File: src/rtl/cpu_ctrl_pkg.sv
// Shared encodings for the multi-cycle CPU control path: opcodes, FSM states,
// datapath select values and the bundled control-strobe record.
package cpu_ctrl_pkg;

    localparam logic [5:0] OP_RTYPE = 6'h00;
    localparam logic [5:0] OP_J     = 6'h02;
    localparam logic [5:0] OP_BEQ   = 6'h04;
    localparam logic [5:0] OP_BNE   = 6'h05;
    localparam logic [5:0] OP_ADDI  = 6'h08;
    localparam logic [5:0] OP_SLTI  = 6'h0A;
    localparam logic [5:0] OP_LW    = 6'h23;
    localparam logic [5:0] OP_SW    = 6'h2B;

    typedef enum logic [3:0] {
        ST_FETCH    = 4'd0,
        ST_DECODE   = 4'd1,
        ST_EXEC_R   = 4'd2,
        ST_WB_R     = 4'd3,
        ST_EXEC_I   = 4'd4,
        ST_WB_I     = 4'd5,
        ST_MEM_ADDR = 4'd6,
        ST_MEM_RD   = 4'd7,
        ST_WB_MEM   = 4'd8,
        ST_MEM_WR   = 4'd9,
        ST_BRANCH   = 4'd10,
        ST_JUMP     = 4'd11,
        ST_TRAP     = 4'd12
    } state_t;

    typedef enum logic [1:0] {
        ALU_ADD   = 2'b00,
        ALU_SUB   = 2'b01,
        ALU_FUNCT = 2'b10,
        ALU_SLT   = 2'b11
    } alu_op_t;

    typedef enum logic [1:0] {
        PC_SRC_ALU    = 2'd0,
        PC_SRC_ALUOUT = 2'd1,
        PC_SRC_JUMP   = 2'd2
    } pc_src_t;

    typedef enum logic [1:0] {
        SRC_B_REG     = 2'd0,
        SRC_B_FOUR    = 2'd1,
        SRC_B_IMM     = 2'd2,
        SRC_B_IMM_SH2 = 2'd3
    } alu_src_b_t;

    typedef struct packed {
        logic       mem_req;
        logic       mem_we;
        logic       iord;
        logic       ir_write;
        logic       pc_write;
        pc_src_t    pc_src;
        logic       alu_src_a;
        alu_src_b_t alu_src_b;
        alu_op_t    alu_op;
        logic       reg_write;
        logic       reg_dst;
        logic       mem_to_reg;
    } ctrl_t;

    localparam ctrl_t CTRL_IDLE = '0;

    function automatic logic is_branch(input logic [5:0] op);
        return (op == OP_BEQ) || (op == OP_BNE);
    endfunction

endpackage

File: src/rtl/mc_dispatch.sv
// Opcode-to-next-state map evaluated while the controller sits in DECODE.
// Unknown opcodes raise o_illegal and go to TRAP or back to FETCH.
module mc_dispatch
    import cpu_ctrl_pkg::*;
#(
    parameter int TRAP_ON_ILLEGAL = 1
) (
    input  logic [5:0] i_opcode,
    output logic [3:0] o_next_state,
    output logic       o_illegal
);

    state_t w_next;

    always_comb begin
        w_next    = ST_FETCH;
        o_illegal = 1'b0;
        case (i_opcode)
            OP_RTYPE:       w_next = ST_EXEC_R;
            OP_ADDI,
            OP_SLTI:        w_next = ST_EXEC_I;
            OP_LW,
            OP_SW:          w_next = ST_MEM_ADDR;
            OP_BEQ,
            OP_BNE:         w_next = ST_BRANCH;
            OP_J:           w_next = ST_JUMP;
            default: begin
                o_illegal = 1'b1;
                w_next    = (TRAP_ON_ILLEGAL != 0) ? ST_TRAP : ST_FETCH;
            end
        endcase
    end

    assign o_next_state = w_next;

endmodule

File: src/rtl/multi_cycle_ctrl.sv
// Main control FSM of the multi-cycle CPU: sequences fetch/decode/execute/
// memory/write-back and drives the datapath strobes and memory handshake.
module multi_cycle_ctrl
    import cpu_ctrl_pkg::*;
#(
    parameter int CNT_W           = 32,
    parameter int TRAP_ON_ILLEGAL = 1
) (
    input  logic             clk_i,
    input  logic             rst_i,
    input  logic [5:0]       opcode_i,
    input  logic             zero_i,
    input  logic             mem_ready_i,
    output logic             mem_req_o,
    output logic             mem_we_o,
    output logic             iord_o,
    output logic             ir_write_o,
    output logic             pc_write_o,
    output logic [1:0]       pc_src_o,
    output logic             alu_src_a_o,
    output logic [1:0]       alu_src_b_o,
    output logic [1:0]       alu_op_o,
    output logic             reg_write_o,
    output logic             reg_dst_o,
    output logic             mem_to_reg_o,
    output logic             illegal_o,
    output logic [3:0]       state_o,
    output logic [CNT_W-1:0] instr_count_o
);

    state_t           r_state;
    logic             r_illegal;
    logic [CNT_W-1:0] r_instr_count;

    state_t     w_state_next;
    logic [3:0] w_dispatch_state;
    logic       w_dispatch_illegal;
    logic       w_retire;
    logic       w_enter_trap;
    ctrl_t      w_ctrl;
    ctrl_t      w_ctrl_gated;

    mc_dispatch #(
        .TRAP_ON_ILLEGAL (TRAP_ON_ILLEGAL)
    ) u_dispatch (
        .i_opcode     (opcode_i),
        .o_next_state (w_dispatch_state),
        .o_illegal    (w_dispatch_illegal)
    );

    always_comb begin
        w_state_next = r_state;
        case (r_state)
            ST_FETCH:    if (mem_ready_i) w_state_next = ST_DECODE;
            ST_DECODE:   w_state_next = state_t'(w_dispatch_state);
            ST_EXEC_R:   w_state_next = ST_WB_R;
            ST_WB_R:     w_state_next = ST_FETCH;
            ST_EXEC_I:   w_state_next = ST_WB_I;
            ST_WB_I:     w_state_next = ST_FETCH;
            ST_MEM_ADDR: w_state_next = (opcode_i == OP_SW) ? ST_MEM_WR : ST_MEM_RD;
            ST_MEM_RD:   if (mem_ready_i) w_state_next = ST_WB_MEM;
            ST_WB_MEM:   w_state_next = ST_FETCH;
            ST_MEM_WR:   if (mem_ready_i) w_state_next = ST_FETCH;
            ST_BRANCH:   w_state_next = ST_FETCH;
            ST_JUMP:     w_state_next = ST_FETCH;
            ST_TRAP:     w_state_next = ST_TRAP;
            default:     w_state_next = ST_FETCH;
        endcase
    end

    // An instruction retires on any return to FETCH, including a NOP'd illegal opcode.
    assign w_retire     = (w_state_next == ST_FETCH) && (r_state != ST_FETCH);
    assign w_enter_trap = (r_state == ST_DECODE) && w_dispatch_illegal
                          && (TRAP_ON_ILLEGAL != 0);

    always_ff @(posedge clk_i or negedge rst_i) begin
        if (!rst_i) begin
            r_state       <= ST_FETCH;
            r_illegal     <= 1'b0;
            r_instr_count <= '0;
        end else begin
            r_state <= w_state_next;
            if (w_enter_trap) begin
                r_illegal <= 1'b1;
            end
            if (w_retire) begin
                r_instr_count <= r_instr_count + CNT_W'(1);
            end
        end
    end

    always_comb begin
        w_ctrl = CTRL_IDLE;
        case (r_state)
            ST_FETCH: begin
                w_ctrl.mem_req   = 1'b1;
                w_ctrl.alu_src_b = SRC_B_FOUR;
                w_ctrl.alu_op    = ALU_ADD;
                if (mem_ready_i) begin
                    w_ctrl.ir_write = 1'b1;
                    w_ctrl.pc_write = 1'b1;
                    w_ctrl.pc_src   = PC_SRC_ALU;
                end
            end
            ST_DECODE: begin
                w_ctrl.alu_src_b = SRC_B_IMM_SH2;
                w_ctrl.alu_op    = ALU_ADD;
            end
            ST_EXEC_R: begin
                w_ctrl.alu_src_a = 1'b1;
                w_ctrl.alu_src_b = SRC_B_REG;
                w_ctrl.alu_op    = ALU_FUNCT;
            end
            ST_WB_R: begin
                w_ctrl.reg_write = 1'b1;
                w_ctrl.reg_dst   = 1'b1;
            end
            ST_EXEC_I: begin
                w_ctrl.alu_src_a = 1'b1;
                w_ctrl.alu_src_b = SRC_B_IMM;
                w_ctrl.alu_op    = (opcode_i == OP_SLTI) ? ALU_SLT : ALU_ADD;
            end
            ST_WB_I: begin
                w_ctrl.reg_write = 1'b1;
            end
            ST_MEM_ADDR: begin
                w_ctrl.alu_src_a = 1'b1;
                w_ctrl.alu_src_b = SRC_B_IMM;
                w_ctrl.alu_op    = ALU_ADD;
            end
            ST_MEM_RD: begin
                w_ctrl.mem_req = 1'b1;
                w_ctrl.iord    = 1'b1;
            end
            ST_WB_MEM: begin
                w_ctrl.reg_write  = 1'b1;
                w_ctrl.mem_to_reg = 1'b1;
            end
            ST_MEM_WR: begin
                w_ctrl.mem_req = 1'b1;
                w_ctrl.mem_we  = 1'b1;
                w_ctrl.iord    = 1'b1;
            end
            ST_BRANCH: begin
                w_ctrl.alu_src_a = 1'b1;
                w_ctrl.alu_src_b = SRC_B_REG;
                w_ctrl.alu_op    = ALU_SUB;
                w_ctrl.pc_src    = PC_SRC_ALUOUT;
                w_ctrl.pc_write  = is_branch(opcode_i)
                                   && (((opcode_i == OP_BEQ) && zero_i)
                                    || ((opcode_i == OP_BNE) && !zero_i));
            end
            ST_JUMP: begin
                w_ctrl.pc_src   = PC_SRC_JUMP;
                w_ctrl.pc_write = 1'b1;
            end
            default: w_ctrl = CTRL_IDLE;
        endcase
    end

    // Strobes must be dead for the whole reset pulse, not just after the next edge.
    assign w_ctrl_gated = rst_i ? w_ctrl : CTRL_IDLE;

    assign mem_req_o     = w_ctrl_gated.mem_req;
    assign mem_we_o      = w_ctrl_gated.mem_we;
    assign iord_o        = w_ctrl_gated.iord;
    assign ir_write_o    = w_ctrl_gated.ir_write;
    assign pc_write_o    = w_ctrl_gated.pc_write;
    assign pc_src_o      = w_ctrl_gated.pc_src;
    assign alu_src_a_o   = w_ctrl_gated.alu_src_a;
    assign alu_src_b_o   = w_ctrl_gated.alu_src_b;
    assign alu_op_o      = w_ctrl_gated.alu_op;
    assign reg_write_o   = w_ctrl_gated.reg_write;
    assign reg_dst_o     = w_ctrl_gated.reg_dst;
    assign mem_to_reg_o  = w_ctrl_gated.mem_to_reg;
    assign illegal_o     = r_illegal;
    assign state_o       = r_state;
    assign instr_count_o = r_instr_count;

endmodule

File: config.mk
export PLATFORM = sky130hd
export DESIGN_NAME = multi_cycle_ctrl
export DESIGN_NICKNAME = d
export VERILOG_FILES = /design/src/rtl/cpu_ctrl_pkg.sv /design/src/rtl/mc_dispatch.sv /design/src/rtl/multi_cycle_ctrl.sv
export SDC_FILE = /design/constraint.sdc
export NUM_CORES = 1
export LEC_CHECK = 0
export ABC_AREA = 1
export CAP_MARGIN = 15
export CORE_ASPECT_RATIO = 1.2
export CORE_UTILIZATION = 55
export CTS_CLUSTER_SIZE = 30
export DETAILED_ROUTE_END_ITERATION = 10
export MAX_ROUTING_LAYER = met4
export PLACE_DENSITY = 0.93
export SLEW_MARGIN = 20
export SYNTH_ARGS = -nofsm -noshare
export SYNTH_HDL_FRONTEND = slang
export SYNTH_SLANG_ARGS = --single-unit
File: constraint.sdc
create_clock -name clk_i -period 4.2 [get_ports clk_i]
set_input_delay 0.84 -clock clk_i [delete_from_list [all_inputs] [get_ports clk_i]]
set_output_delay 0.84 -clock clk_i [all_outputs]
set_load 0.01 [all_outputs]
==> results.txt <==
Entering global routing, the biggest net connects 38 pins. The area of the placeable core is 4630 sq um. The final sum of negative setup slack came out at 0 ns. The final worst-path cycle share is 81.7%. Setup violations remaining at the end of the flow were counted as 0. The biggest area contributor in the post-synthesis netlist is sky130_fd_sc_hd__dfrtp_1. The worst hold path belongs to the class reg2reg.

The total wirelength of the detailed-routed design is 7390 um. The overall routing resource usage is 32.0%. The average wire per cell in the routed design is 13.8 um. The total nets after synthesis is 424. The final estimated routing congestion in global placement came out at 0.975. The detailed router finished its first iteration with 157 violations.

The number of buffers inserted for hold repair after clock tree synthesis is 0. STA classifies the critical path endpoint as an output pin. The share of post-route cells with drive strength above 1 came out at 4.83%. The worst path needs 3.43 ns of the cycle, external delays included. The top cell types in the final layout, fill and taps aside, are 150 x sky130_fd_sc_hd__nand2_1, 60 x sky130_fd_sc_hd__clkdlybuf4s50_1, 58 x sky130_fd_sc_hd__nor2_1, 45 x sky130_fd_sc_hd__nand3_1, 37 x sky130_fd_sc_hd__dfrtp_1. The number of pins with negative max-slew slack in the final report is 0. The half-perimeter wire length after placement came out at 5570 um. Across all hold checks on the routed design, the worst slack comes to 0.483 ns. The initial antenna violation count came out at 0. The count of unique library cells instantiated by Yosys came out at 27. TritonCTS built the clock tree. Measured against its own limit, the worst slew margin works out to 68.7%. The top-area cell type share of the netlist area is 34.4%. The via count came out at 2854. The static leakage is 1.65 nW. The sequential share of power came out at 29.8%. The Yosys warning count is 0.

The total net switching power is 692 uW. The largest driver fanout on the critical path is 4. The total inserted antenna cells came out at 0. The setup fix buffers added after clock tree synthesis is 0.

The tree is rooted in a sky130_fd_sc_hd__clkbuf_8. The sink count of the clock tree came out at 37. After the last flow step, the layout net total stands at 486.

The count of input and output buffers came out at 61. The number of placement rows came out at 27. The detailed-router iteration count before antenna repair came out at 4.

The combinational share of power came out at 50.9%. The critical path in this run is classified as in2out. The post-synthesis instance area is 2690 sq um.

The flow ran to the end, and the final reports show no timing, DRC or antenna violations. The switching fraction of total power is 47.0%. The internal power component is 781 uW.

The library cell used most frequently in the layout, excluding fill and tap cells, is sky130_fd_sc_hd__nand2_1. The power density normalized to cell area is 430 nW/um^2. At the pin with the least slew margin, the transition time is 0.468 ns.

Sorting the synthesized cells by area gives the leading types as sky130_fd_sc_hd__dfrtp_1 34%, sky130_fd_sc_hd__nand2_1 21%, sky130_fd_sc_hd__nand3_1 8.4%, sky130_fd_sc_hd__nor2_1 8.1%, sky130_fd_sc_hd__xor2_1 6.5%. The number of primary I/O pins came out at 62. The area used by multi-input combinational logic is 1560 sq um. The number of DRC violations after detailed routing is 0. The die span in x came out at 65.9 um. Max-cap violations in this run came to 0. Synthesis produced 413 cells. The worst-case IR drop observed on VDD is 0.280 mV.

The clock tree buffer depth came out at 2. The data required time of the worst path is 3.36 ns. The number of register bits inferred by synthesis is 37.

The sequential cell area came out at 926 sq um. Clock skew on the completed layout was measured at 0.00737 ns. The final-report hold violation count was 0. The wire length of the first global-routing pass came out at 12500 um.

The mean instance size in the synthesized netlist is 6.52 sq um. The number of buffers added by the clock tree synthesis step came out at 5. The fmax is 292 MHz. From bottom edge to top edge, the die measures 78.6 um. The via count of the first global-routing pass came out at 2697. The clock-pin slew on the worst setup and hold paths is 0.08 ns. The area growth from synthesis to final layout is 27.3%. Setup repair after global routing left no endpoint under its margin. STA classifies the critical path startpoint as a primary input. The H-tree level count came out at 2. The ratio of routed vias to standard cells is 5.34. The die footprint is 5180 sq um.

After filler insertion, the fill cell instance count of the layout stands at 378. The number of instances resized during post-cts repair is 0. The share of power burned in the clock network is 19.3%. The count of antenna-violating nets left after detailed routing is 0.

The arrival time of the worst setup path came out at 2.59 ns. Sequential elements use 34.4% of the synthesized area. The final global-route overflow total came out at 0. The source-to-sink clock delay at the later pin of the worst-skew pair came out at 0.29 ns. The initial cell density of the core is 58.2%.
cells in the mapped netlist:
cell,instances
sky130_fd_sc_hd__buf_4,3
sky130_fd_sc_hd__nor2_2,4
sky130_fd_sc_hd__buf_6,3
sky130_fd_sc_hd__nand2_1,150
sky130_fd_sc_hd__clkinv_1,2
sky130_fd_sc_hd__inv_1,33
sky130_fd_sc_hd__nand3b_1,6
sky130_fd_sc_hd__xor2_1,20
sky130_fd_sc_hd__inv_2,2
sky130_fd_sc_hd__nor3_1,17
sky130_fd_sc_hd__nor2_4,2
sky130_fd_sc_hd__a311o_1,1
sky130_fd_sc_hd__ha_1,1
sky130_fd_sc_hd__nor4_1,1
sky130_fd_sc_hd__o21bai_1,1
sky130_fd_sc_hd__nand4_1,4
sky130_fd_sc_hd__a21oi_1,4
sky130_fd_sc_hd__buf_2,3
sky130_fd_sc_hd__nor2_1,58
sky130_fd_sc_hd__o21ai_1,2
sky130_fd_sc_hd__o41ai_1,1
sky130_fd_sc_hd__nand2_2,2
sky130_fd_sc_hd__nand2_4,1
sky130_fd_sc_hd__xnor2_1,6
sky130_fd_sc_hd__o21ai_0,4
sky130_fd_sc_hd__nand3_1,45
sky130_fd_sc_hd__dfrtp_1,37
power by group through the flow:
stage                     Clock [mW]  Combinational, mW  Sequential [mW]
after floorplan                    0              0.564            0.449
after detailed placement           0              0.744            0.444
final                          0.284              0.750            0.438
after global placement             0              0.731            0.443
after global routing           0.301              0.820            0.442
after CTS                      0.289              0.748            0.438
state kept, by name, indices dropped and copies added (netlist names):
name           flops
instr_count_o     32
illegal_o          1
state_o            4
critical path, stage by stage:
cell                              delay (ns)
sky130_fd_sc_hd__clkdlybuf4s50_1        0.53
sky130_fd_sc_hd__inv_1                  0.05
sky130_fd_sc_hd__nor2_1                 0.12
sky130_fd_sc_hd__nand3_1                0.09
sky130_fd_sc_hd__nor3_1                 0.26
sky130_fd_sc_hd__a21oi_1                0.07
sky130_fd_sc_hd__nor2_1                 0.09
sky130_fd_sc_hd__clkdlybuf4s50_1        0.54
layer usage:
layer | GRT usage (%) | vias to the layer above | share of wire, %
li1 | - | 1426 | -
met1 | 40.0 | 1309 | 43
met2 | 52.7 | 103 | 50
met3 | 4.36 | 16 | 4.7
met4 | 10.7 | 0 | 2.2
met5 | - | - | 0
path summary, 6_finish.rpt:
kind / from / to / slack [ns] / cells after the start
setup / recovery: opcode_i[1] / alu_op_o[1] / 0.77 / 8
hold / removal: illegal_o / illegal_o / 0.48 / 1
setup reg to reg: state_o[3] / instr_count_o[31] / 2.00 / 12
hold reg to reg: illegal_o / illegal_o / 0.48 / 1
max in group asynchronous: rst_i / state_o[2] / 3.18 / 2
min in group asynchronous: rst_i / instr_count_o[22] / 0.69 / 2
stage by stage:
step                      setup WS, ns  utilization (%)  power, mW  area (sq um)  instances
after floorplan                   1.61                -       1.01          2690        413
after global placement           0.839             71.7       1.17          3320        526
after detailed placement         0.793             71.7       1.19          3320        526
after CTS                        0.791             74.0       1.47          3430        534
after global routing             0.571             74.0       1.56          3430        534
final                            0.770             74.0       1.47          3430        534
final cells by class:
| class | instances | area share, % |
|---|---|---|
| multi-input combinational | 330 | 45.4 |
| sequential | 37 | 27.0 |
| timing repair buffer | 64 | 18.3 |
| inverter | 37 | 4.05 |
| clock buffer | 7 | 2.81 |
| tap | 58 | 2.12 |
| clock inverter | 1 | 0.256 |
cell families after synthesis:
logic type | after synthesis | share of synthesized area (%)
simple gates | 290 | 46.0
xor+xnor | 26 | 8.46
flops | 37 | 34.4
buf+inv | 46 | 7.81
fa+ha+maj | 1 | 0.465
compound gates | 13 | 2.84
(Power assumes the default switching activity.)
